<file path="src/rtl/pi1_to_wb4_pipe.sv">
// PI1 to Wishbone B4 pipelined bridge: one transaction at a time, RW runs as a
// locked read-then-write, each bus phase is guarded by a timeout counter.
module pi1_to_wb4_pipe #(
  parameter int unsigned ARCHBITSZ = 32,
  parameter int unsigned TIMEOUT   = 256,
  localparam int unsigned SELBITSZ  = ARCHBITSZ / 8,
  localparam int unsigned LSBBITSZ  = $clog2(SELBITSZ),
  localparam int unsigned ADDRBITSZ = ARCHBITSZ - LSBBITSZ
) (
  input  logic                 clk_i,
  input  logic                 rst_i,
  input  logic [1:0]           pi1_op_i,
  input  logic [ADDRBITSZ-1:0] pi1_addr_i,
  input  logic [ARCHBITSZ-1:0] pi1_data_i,
  input  logic [SELBITSZ-1:0]  pi1_sel_i,
  output logic [ARCHBITSZ-1:0] pi1_data_o,
  output logic                 pi1_rdy_o,
  output logic                 wb4_cyc_o,
  output logic                 wb4_stb_o,
  output logic                 wb4_we_o,
  output logic [ARCHBITSZ-1:0] wb4_addr_o,
  output logic [ARCHBITSZ-1:0] wb4_data_o,
  output logic [SELBITSZ-1:0]  wb4_sel_o,
  input  logic                 wb4_stall_i,
  input  logic                 wb4_ack_i,
  input  logic                 wb4_err_i,
  input  logic [ARCHBITSZ-1:0] wb4_data_i,
  output logic                 err_o
);

  typedef enum logic [1:0] {IDLE, REQ, WAIT, RWWR} state_e;
  typedef enum logic [1:0] {OP_NOOP, OP_WR, OP_RD, OP_RW} op_e;

  localparam logic [15:0] CNT_LAST = 16'(TIMEOUT - 1);

  state_e               state_q, state_d;
  logic                 cyc_q, cyc_d;
  logic                 stb_q, stb_d;
  logic                 we_q, we_d;
  logic                 rw_q, rw_d;
  logic                 err_q, err_d;
  logic [ARCHBITSZ-1:0] rdata_q, rdata_d;
  logic [ARCHBITSZ-1:0] addr_q, addr_d;
  logic [ARCHBITSZ-1:0] wdata_q, wdata_d;
  logic [SELBITSZ-1:0]  sel_q, sel_d;
  logic [15:0]          cnt_q, cnt_d;
  logic [LSBBITSZ-1:0]  lsb;

  always_comb begin
    lsb = '0;
    for (int unsigned i = SELBITSZ; i > 0; i--) begin
      if (pi1_sel_i[i-1]) lsb = LSBBITSZ'(i - 1);
    end
  end

  always_comb begin
    state_d = state_q;
    cyc_d   = cyc_q;
    stb_d   = stb_q;
    we_d    = we_q;
    rw_d    = rw_q;
    err_d   = 1'b0;
    rdata_d = rdata_q;
    addr_d  = addr_q;
    wdata_d = wdata_q;
    sel_d   = sel_q;
    cnt_d   = cnt_q;

    case (state_q)
      IDLE: begin
        if (pi1_op_i != OP_NOOP) begin
          addr_d  = {pi1_addr_i, lsb};
          wdata_d = pi1_data_i;
          sel_d   = pi1_sel_i;
          cyc_d   = 1'b1;
          stb_d   = 1'b1;
          we_d    = (pi1_op_i == OP_WR);
          rw_d    = (pi1_op_i == OP_RW);
          cnt_d   = '0;
          state_d = REQ;
        end
      end
      default: begin
        cnt_d = cnt_q + 16'd1;
        if (wb4_err_i) begin
          if (!we_q) rdata_d = '0;
          cyc_d   = 1'b0;
          stb_d   = 1'b0;
          we_d    = 1'b0;
          rw_d    = 1'b0;
          err_d   = 1'b1;
          state_d = IDLE;
        end else if (wb4_ack_i) begin
          // RW read completion keeps the cycle locked and launches the write.
          if (rw_q && !we_q) begin
            rdata_d = wb4_data_i;
            stb_d   = 1'b1;
            we_d    = 1'b1;
            cnt_d   = '0;
            state_d = RWWR;
          end else begin
            if (!we_q) rdata_d = wb4_data_i;
            cyc_d   = 1'b0;
            stb_d   = 1'b0;
            we_d    = 1'b0;
            rw_d    = 1'b0;
            state_d = IDLE;
          end
        end else if (cnt_q == CNT_LAST) begin
          rdata_d = '1;
          cyc_d   = 1'b0;
          stb_d   = 1'b0;
          we_d    = 1'b0;
          rw_d    = 1'b0;
          err_d   = 1'b1;
          state_d = IDLE;
        end else if (state_q != WAIT && !wb4_stall_i) begin
          stb_d   = 1'b0;
          state_d = WAIT;
        end
      end
    endcase
  end

  always_ff @(posedge clk_i) begin
    if (rst_i) begin
      state_q <= IDLE;
      cyc_q   <= 1'b0;
      stb_q   <= 1'b0;
      we_q    <= 1'b0;
      rw_q    <= 1'b0;
      err_q   <= 1'b0;
      rdata_q <= '0;
      addr_q  <= '0;
      wdata_q <= '0;
      sel_q   <= '0;
      cnt_q   <= '0;
    end else begin
      state_q <= state_d;
      cyc_q   <= cyc_d;
      stb_q   <= stb_d;
      we_q    <= we_d;
      rw_q    <= rw_d;
      err_q   <= err_d;
      rdata_q <= rdata_d;
      addr_q  <= addr_d;
      wdata_q <= wdata_d;
      sel_q   <= sel_d;
      cnt_q   <= cnt_d;
    end
  end

  assign pi1_rdy_o  = (state_q == IDLE);
  assign pi1_data_o = rdata_q;
  assign wb4_cyc_o  = cyc_q;
  assign wb4_stb_o  = stb_q;
  assign wb4_we_o   = we_q;
  assign wb4_addr_o = addr_q;
  assign wb4_data_o = wdata_q;
  assign wb4_sel_o  = sel_q;
  assign err_o      = err_q;

endmodule

</file>
<file path="config.mk">
export PLATFORM = sky130hd
export DESIGN_NAME = pi1_to_wb4_pipe
export DESIGN_NICKNAME = d
export VERILOG_FILES = /design/src/rtl/pi1_to_wb4_pipe.sv
export SDC_FILE = /design/constraint.sdc
export NUM_CORES = 1
export LEC_CHECK = 0
export BUFFER_PORTS_ARGS = -buffer_cell sky130_fd_sc_hd__buf_2
export CAP_MARGIN = 5
export CORE_ASPECT_RATIO = 1.25
export CORE_UTILIZATION = 30
export DETAILED_ROUTE_END_ITERATION = 10
export GPL_TIMING_DRIVEN = 0
export PLACE_DENSITY = 0.55
export SLEW_MARGIN = 20
export SYNTH_ARGS = -nofsm -noshare
export SYNTH_HDL_FRONTEND = slang
export SYNTH_SLANG_ARGS = --single-unit
</file>
<file path="constraint.sdc">
create_clock -name clk_i -period 2.1 [get_ports clk_i]
set_input_delay 0.21 -clock clk_i [delete_from_list [all_inputs] [get_ports clk_i]]
set_output_delay 0.21 -clock clk_i [all_outputs]
set_load 0.01 [all_outputs]
</file>
# After elaboration in Yosys (flattened, before gate mapping)
# Index checks and enable logic that the tools add are counted.
[totals] output_inout_bits=105 ramBits=0 n_memories=0 elab_cells=79 latch_bits=0 reg_bits=123 rom_bits=0 input_bits=105
[op_classes] shifts=0 div=0 bitwise=1 muxes=43 magnitude_cmp=0 eq_ne=8 n_reduce_logical=15 add_sub_neg=1 n_mul=0
[op_table] op="$mux 32" count=6
[op_table] op="$mux 16" count=5
[op_table] op="$mux 2" count=11
[op_table] op="$mux 1" count=21
[op_table] op="$add 16x1->16 const B" count=1
[op_table] op="$eq 16x8->1 const B" count=1
[op_table] op="$reduce_and 2->1" count=3
[op_table] op="$reduce_bool 5->1" count=1
[op_table] op="$ne 2x2->1 const B" count=2
[op_table] op="$ne 4x4->1 const B" count=1
[op_table] op="$reduce_and 4->1" count=1
[op_table] op="$reduce_bool 4->1" count=1
[op_table] op="$ne 3x2->1 const B" count=1
[op_table] op="$reduce_and 3->1" count=1
[op_table] op="$reduce_bool 3->1" count=1
[op_table] op="$eq 2x1->1 const B" count=1
[op_table] op="$eq 2x2->1 const B" count=1
[op_table] op="$logic_and 1x1->1" count=2
[op_table] op="$logic_not 1->1" count=2
[op_table] op="$logic_not 2->1" count=1
[op_table] op="$ne 2x1->1 const B" count=1
[op_table] op="$reduce_bool 2->1" count=1
[op_table] op="$reduce_or 2->1" count=1
[op_table] op="$not 1->1" count=1

# Depth between registers and ports, before layout
# Gate-level depths: netlist of the first run.
[logic_depth] depth_word=7 ltp_mapped=8

# Worst setup path before layout of the first run
# Ideal clock, no wire load.
[synth_path] kind="register -> register" start="reg state_q[0]" end="reg cnt_q[11]" setup_time_ps=88 path_stages_with_launch=8 arrival_time_ps=1529 setup_slack_ps=483 required_time_ps=2012 n_path_buf=2 cell_sequence="dfxtp_1 -> or2_1 -> buf_4 -> inv_4 -> or2_1 -> buf_2 -> o31a_1 -> a311oi_2"
[synth_between] elab_chain_len=2 elab_cells_between_ends=3
[synth_rtl] element="start: declaration" line="36" text="state_e state_q, state_d;"
[synth_rtl] element="start signal: assignment" line="139" text="state_q <= state_d;"
[synth_rtl] element="$logic_not 2->1 (*)" line="69" text="case (state_q)"
[synth_rtl] element="$ne 2x1->1 (no source line) or $mux 16 (tied branches)"
[synth_rtl] element="end signal: assignment" line="149" text="cnt_q <= cnt_d;"
[synth_rtl] element="end: declaration" line="46" text="logic [15:0] cnt_q, cnt_d;"
# Every way passes the cells marked *; elsewhere a longest branch is shown, timed or not.
# A chain may end at the register's enable or synchronous reset.

# Worst setup path in the final report of the first run
[layout_path] start="reg cnt_q[0]" end="reg rdata_q[28], in the netlist pi1_data_o[28]"
[layout_between] elab_chain_len=3
[layout_rtl] element="$eq 16x8->1" line="109" text="end else if (cnt_q == CNT_LAST) begin"
[layout_rtl] element="$reduce_bool 3->1 (no source line)"
[layout_rtl] element="$reduce_and 4->1 (no source line)"
[layout_rtl] element="end signal: assignment" line="145" text="rdata_q <= rdata_d;"
[layout_rtl] element="end: declaration" line="42" text="logic [ARCHBITSZ-1:0] rdata_q, rdata_d;"
# Every way passes these cells.

==> results of run 1 <==
==> per-stage QoR <==
| step | cells | total power [mW] | TNS (ns) |
|---|---|---|---|
| 6_report | 1091 | 7.14 | 0 |
| 5_1_grt | 1090 | 7.51 | 0 |
| 2_1_floorplan | 632 | 3.49 | 0 |
| 3_5_place_dp | 1058 | 4.03 | -0.603 |
| 4_1_cts | 1090 | 7.24 | 0 |
| 3_3_place_gp | 1058 | 4.03 | -0.148 |
==> synthesized netlist by cell type, types with 5 or more instances <==
cell type / count / area (sq um)
a311oi_1: 7 / 61.3
o21ai_0: 9 / 45.0
or3_1: 5 / 31.3
a211o_1: 32 / 280
a211oi_1: 5 / 37.5
nand2_1: 149 / 559
clkbuf_1: 33 / 124
dfxtp_1: 122 / 2440
nor2_1: 12 / 45.0
inv_1: 35 / 131
buf_2: 12 / 60.1
nand2b_1: 35 / 219
a21oi_1: 80 / 400
mux2i_1: 33 / 330
nand3_1: 8 / 40.0
==> worst max-delay path, stage by stage, from the launching register on <==
cell       delay, ns
dfxtp_1         0.35
ha_1            0.26
and3_1          0.24
nand4_2         0.16
a2bb2oi_2       0.39
buf_6           0.24
mux2i_1         0.20
==> state kept, by name (all words and copies together), names as in the netlist <==
name and flops:
pi1_data_o 32, wb4_addr_o 32, wb4_data_o 32, cnt_q 16
wb4_sel_o 4, state_q 2, err_o 1, rw_q 1
wb4_cyc_o 1, wb4_we_o 1
==> power by group <==
part / total [mW] / switching (mW) / internal, mW
combinational: 1.33 / 0.800 / 0.530
clock: 3.17 / 1.10 / 2.06
sequential: 2.64 / 0.107 / 2.53
==> layer usage <==
metal / track usage [%] / vias up
met2: 27.8 / 199
met5: 0 / -
met4: 5.56 / 0
met1: 20.6 / 2255
met3: 5.75 / 16
li1: - / 2606
==> kinds of logic (layout without fill, tap and decap cells) <==
logic type                 count (synthesis)  after routing  synth area share [%]
AOI/OAI and AO/OA                        149            149                  18.4
DFF                                      122            122                  46.5
and+or+nand+nor                          240            240                  21.4
adders and majority gates                  1              1                 0.238
other                                      0              1                     0
buffers and inverters                     87            325                  7.19
muxes                                     33             33                  6.29
==> cells in the final DEF, fill, tap and decap left out, drive strengths merged, types with 5 or more instances in the layout <==
cell    count
a211o      32
a211oi      5
a21oi      80
a311oi      8
buf       224
clkbuf     53
dfxtp     122
inv        38
mux2i      33
nand2     149
nand2b     35
nand3       8
nor2       13
o21ai      10
or3         5
==> final cells by class <==
class	count	area [sq um]
Fill cell	1791	9760
Clock inverter	12	188
Inverter	36	138
Timing Repair Buffer	206	1030
Tap cell	220	275
Buffer	51	240
Clock buffer	20	457
Antenna cell	1	2.50
Sequential cell	122	2440
Multi-Input combinational cell	423	2440
==> final timing paths <==
check	slack [ns]	from	end	cells past startpoint
min	0.03	pi1_addr_i[10]	wb4_addr_o[12]$_SDFFE_PP0P_	3
max reg2reg	0.18	cnt_q[0]$_SDFFE_PP0P_	pi1_data_o[28]$_SDFFE_PP0P_	6
max	0.18	cnt_q[0]$_SDFFE_PP0P_	pi1_data_o[28]$_SDFFE_PP0P_	6
min reg2reg	0.45	wb4_addr_o[1]$_SDFFE_PP0P_	wb4_addr_o[1]$_SDFFE_PP0P_	2
==> what timing repair did <==
item	CTS	global route
setup endpoints to repair	16	2
gates resized for setup	1	2
pin swaps	0	0
hold endpoints to repair	0	0
==> impl_metrics.yaml, run 1 <==
status:
  status: "complete, no violations"
worst_setup_path:
  crit_path_end_kind: "flip-flop"
  crit_path_start_kind: "flip-flop"
  cp_data_required_time_ns: 2.44
  path_class: "reg -> reg"
  critPathArrivalTime_ns: 2.26
  cp_max_fo: 10
grt:
  grt_usage_pct: 16.9
  grt_max_degree: 17
  grt_pass1_vias: 4642
  grt_pass1_wl_mm: 23.8
  global_route.overflow_total: 0
  antenna_found_initial: 1
power:
  powerDensity_nw_per_um2: 989
  peakVddDrop_mv: 0.475
  p_leak_nw: 3.44
die:
  core_sq_um: 17000
  fp-row-count: 53
  start_util_pct: 30.9
  die_h_microns: 150
  die-width_microns: 120
  io-pin-count: 210
  die_area_sq_um: 18000
route:
  drtAntennaViolNets: 0
  wl_per_cell_microns: 14.0
  wl_met3_mm: 1.28
  viasPerCell: 4.65
  drtIter0Drc: 245
  dr.pass1.iters: 4
  routed-wl-met2_mm: 7.01
  via_count: 5076
  top_layer_used: "met4"
  drt-met1-wl_mm: 6.80
  drc: 0
  routed_wl_mm: 15.3
timing:
  period_share_pct: 91.3
  setup_violations: 0
  maxSlewViolCount: 0
  setup_ws_ns: 0.184
  rsz0062_at_grt: "no"
  worst_pin_slew_ns: 0.557
  max_freq_ghz: 0.522
  fin_hold_ws_ns: 0.0275
  hold_viol_final: 0
  maxSlewHeadroom_pct: 62.8
  clock_skew_ns: 0.00947
  fin_crit_ns: 1.92
run:
  max_cap_viol_count: 0
layout:
  postLayoutCellArea_sq_um: 7210
  fin_nets: 963
  layout-drive-gt1-share_pct: 30.3
  fin_util_pct: 42.5
  area_delta_synth_final_pct: 37.3
cts:
  cts_buffers: 17
  cts_tree: "built"
  clock_latency_ns: 0.42
  cts.sinks: 122
  clockRootBuffer: "clkbuf_16"
  clockBufferDepth: 2
  post-cts-setup-buffer-count: 0
  clkTransAtPathRegs_ns: 0.06
  htreeDepth: 4
  ctsHoldBuffers: 0
synthesis:
  netlist_area_sq_um: 5250
  syn_avg_cell_area_sq_um: 8.31
  synth-warning-count: 0
  synth_ff_type: "dfxtp_1"
  seq_area_frac_synth_pct: 46.5
  synth_nets: 738
  async_reset_ff_share_pct: 0
  synth_edf_count: 0
  synth_cell_type_count: 49
  yosys_register_bits: 122
  syn_inst: 632
placement:
  dp_slack_ns: -0.120
  port_buffers: 206
  gp_congestion: 0.781
  hpwl_mm: 11.4
  placed_cell_area_sq_um: 6560
worst_hold_path:
  min_path_type: "in -> reg"
(Power assumes the default switching activity.)
==> run 2: changes to the inputs <==
--- a/config.mk
+++ b/config.mk
@@ -8,10 +8,10 @@
 export BUFFER_PORTS_ARGS = -buffer_cell sky130_fd_sc_hd__buf_2
 export CAP_MARGIN = 5
 export CORE_ASPECT_RATIO = 1.25
-export CORE_UTILIZATION = 30
+export CORE_UTILIZATION = 49
 export DETAILED_ROUTE_END_ITERATION = 10
 export GPL_TIMING_DRIVEN = 0
-export PLACE_DENSITY = 0.55
+export PLACE_DENSITY = 0.82
 export SLEW_MARGIN = 20
 export SYNTH_ARGS = -nofsm -noshare
 export SYNTH_HDL_FRONTEND = slang
==> run 2 against run 1 <==
Final cell count is 8.6% lower; clock power shrank 10%; die area shrank 38%; global-route usage up 10 points; first-iteration DRC count shrank 14%; setup slack better by 0.0058 ns; sequential power barely moved; utilization rose by 26 points; clock skew about the same; fmax grew 0.30%; critical endpoint is now pi1_data_o[13]$_SDFFE_PP0P_; largest cell class unchanged.
==> impl_metrics.yaml, run 2 (synthesized netlist as in run 1, its figures left out) <==
power:
  p_leak_nw: 3.42
  powerDensity_nw_per_um2: 971
  seq_power_share_pct: 38.7
  swShare_pct: 28.0
  pwr-share-comb_pct: 19.5
  net-switching-power_mw: 1.91
  pwr-share-clk_pct: 41.7
  peakVddDrop_mv: 0.472
  internal-power_mw: 4.91
cts:
  clockRootBuffer: "clkbuf_16"
  htreeDepth: 4
  ctsHoldBuffers: 0
  clock_latency_ns: 0.41
  clkTransAtPathRegs_ns: 0.05
  cts_buffers: 17
  post-cts-setup-buffer-count: 0
  cts.sinks: 122
  cts_tree: "built"
  clockBufferDepth: 2
  ctsResizeCount: 0
layout:
  fin_nets: 963
  final_cell_mix: "buf_2 (218), nand2_1 (149), dfxtp_1 (122), a21oi_1 (80)"
  area_delta_synth_final_pct: 33.8
  final_common_cell: "buf_2"
  fin_util_pct: 68.5
  n_antenna_cell: 0
  layout-drive-gt1-share_pct: 30.1
  final_cells: 997
route:
  dr.pass1.iters: 5
  via_count: 5309
  viasPerCell: 5.32
  routed_wl_mm: 15.1
  drc: 0
  wl_per_cell_microns: 15.2
  drtAntennaViolNets: 0
  drtIter0Drc: 211
worst_setup_path:
  cp_data_required_time_ns: 2.44
  crit_path_max_incr_delay_ns: 0.38
  crit_slowest_cell: "a2bb2oi_2"
  rr_endpoint: "pi1_data_o[13]$_SDFFE_PP0P_"
  critPathArrivalTime_ns: 2.25
  r2r_slack_ns: 0.19
  worstRegToRegCells: 6
  worstPathCellList: "ha_1 -> and3_1 -> nand4_2 -> a2bb2oi_2 -> buf_6 -> mux2i_1"
  r2r-start: "cnt_q[0]$_SDFFE_PP0P_"
  crit_path_end_kind: "flip-flop"
  cp_max_fo: 10
  path_class: "reg -> reg"
  crit_path_start_kind: "flip-flop"
die:
  start_util_pct: 51.2
  die_area_sq_um: 11100
  fp-row-count: 41
  core_sq_um: 10300
  die-width_microns: 94.6
  io-pin-count: 210
  die_h_microns: 118
timing:
  worst_pin_slew_ns: 0.584
  rsz0062_at_grt: "no"
  setup_violations: 0
  clock_skew_ns: 0.00948
  tns_ns: 0
  maxSlewHeadroom_pct: 61.0
  hold_viol_final: 0
  period_share_pct: 91.0
  max_freq_ghz: 0.523
  fin_crit_ns: 1.91
  setup_ws_ns: 0.189
  maxSlewViolCount: 0
  fin_hold_ws_ns: 0.0320
grt:
  grtUsageMet1_pct: 29.7
  grt_pass1_vias: 4840
  grt_pass1_wl_mm: 23.3
  grt_usage_pct: 26.9
  antenna_found_initial: 0
  global_route.overflow_total: 0
  met2_usage_pct: 45.1
  use_met3_pct: 10.9
  grt.busiest_layer: "met2"
  grt_max_degree: 17
run:
  max_cap_viol_count: 0
placement:
  hpwl_mm: 11.1
  gp_congestion: 0.857
  dp_slack_ns: 0.179
  dp.cells: 967
  port_buffers: 206
status:
  status: "complete, no violations"
worst_hold_path:
  min_to: "wb4_data_o[20]$_SDFFE_PP0P_"
  min_path_type: "in -> reg"
  hold_start: "pi1_data_i[20]"
  min_path_cells: 3
==> run 2: changes by cell type in the layout (fill, tap and decap cells not counted) <==
cell        delta
clkinv_4       -3
o21ai_0        +1
clkinvlp_4     -1
diode_2        -1
nor2_4         -1
nor2_2         +1
bufinv_16      -2
clkinv_2       +3
clkbuf_1       +1
clkbuf_8       +2
inv_6          -2
o21ai_1        -1
==> run 2: worst max-delay path, delay by kind of cell, from the launching register on <==
family                     cells  cell delay (ns)
and+or+nand+nor                2             0.41
AOI/OAI and AO/OA              1             0.38
adders and majority gates      1             0.25
buffers and inverters          1             0.23
DFF                            1             0.34
muxes                          1             0.22
==> run 2: metal layers <==
metal | wire (microns) | vias up
met5 | 0 | -
met4 | 435 | 0
met3 | 1550 | 39
met2 | 7290 | 236
met1 | 5840 | 2430
li1 | - | 2604
==> run 2: power by group through the flow <==
stage / clock [mW] / sequential [mW] / combinational (mW)
after CTS: 2.87 / 2.64 / 1.33
after global placement: 0 / 2.68 / 1.31
final: 2.85 / 2.64 / 1.33
after detailed placement: 0 / 2.69 / 1.32
after floorplan: 0 / 2.78 / 0.706
after global routing: 2.98 / 2.67 / 1.46
==> run 2: stage by stage <==
step | power, mW | cell area, sq um
final | 6.83 | 7030
after global routing | 7.11 | 7030
after CTS | 6.85 | 7020
after detailed placement | 4.01 | 6440
after global placement | 3.99 | 6440
after floorplan | 3.49 | 5250
==> run 2: how the worst max path moves through the flow <==
stage / from / endpoint / depth (start not counted)
2_1_floorplan: state_q[0]$_SDFFE_PP0P_ / cnt_q[11]$_SDFFE_PP0P_ / 7
3_3_place_gp: state_q[1]$_SDFFE_PP0P_ / wb4_data_o[22]$_SDFFE_PP0P_ / 7
3_5_place_dp: state_q[1]$_SDFFE_PP0P_ / wb4_addr_o[6]$_SDFFE_PP0P_ / 7
4_1_cts: state_q[1]$_SDFFE_PP0P_ / wb4_addr_o[10]$_SDFFE_PP0P_ / 7
5_1_grt: cnt_q[0]$_SDFFE_PP0P_ / wb4_we_o$_SDFFE_PP0P_ / 5
6_report: cnt_q[0]$_SDFFE_PP0P_ / pi1_data_o[13]$_SDFFE_PP0P_ / 6
==> run 2: final cells by class <==
cell class | instances | area (sq um)
Buffer | 51 | 240
Clock buffer | 23 | 488
Clock inverter | 7 | 91.3
Fill cell | 878 | 3230
Inverter | 36 | 138
Multi-Input combinational cell | 423 | 2430
Sequential cell | 122 | 2440
Tap cell | 129 | 161
Timing Repair Buffer | 206 | 1030
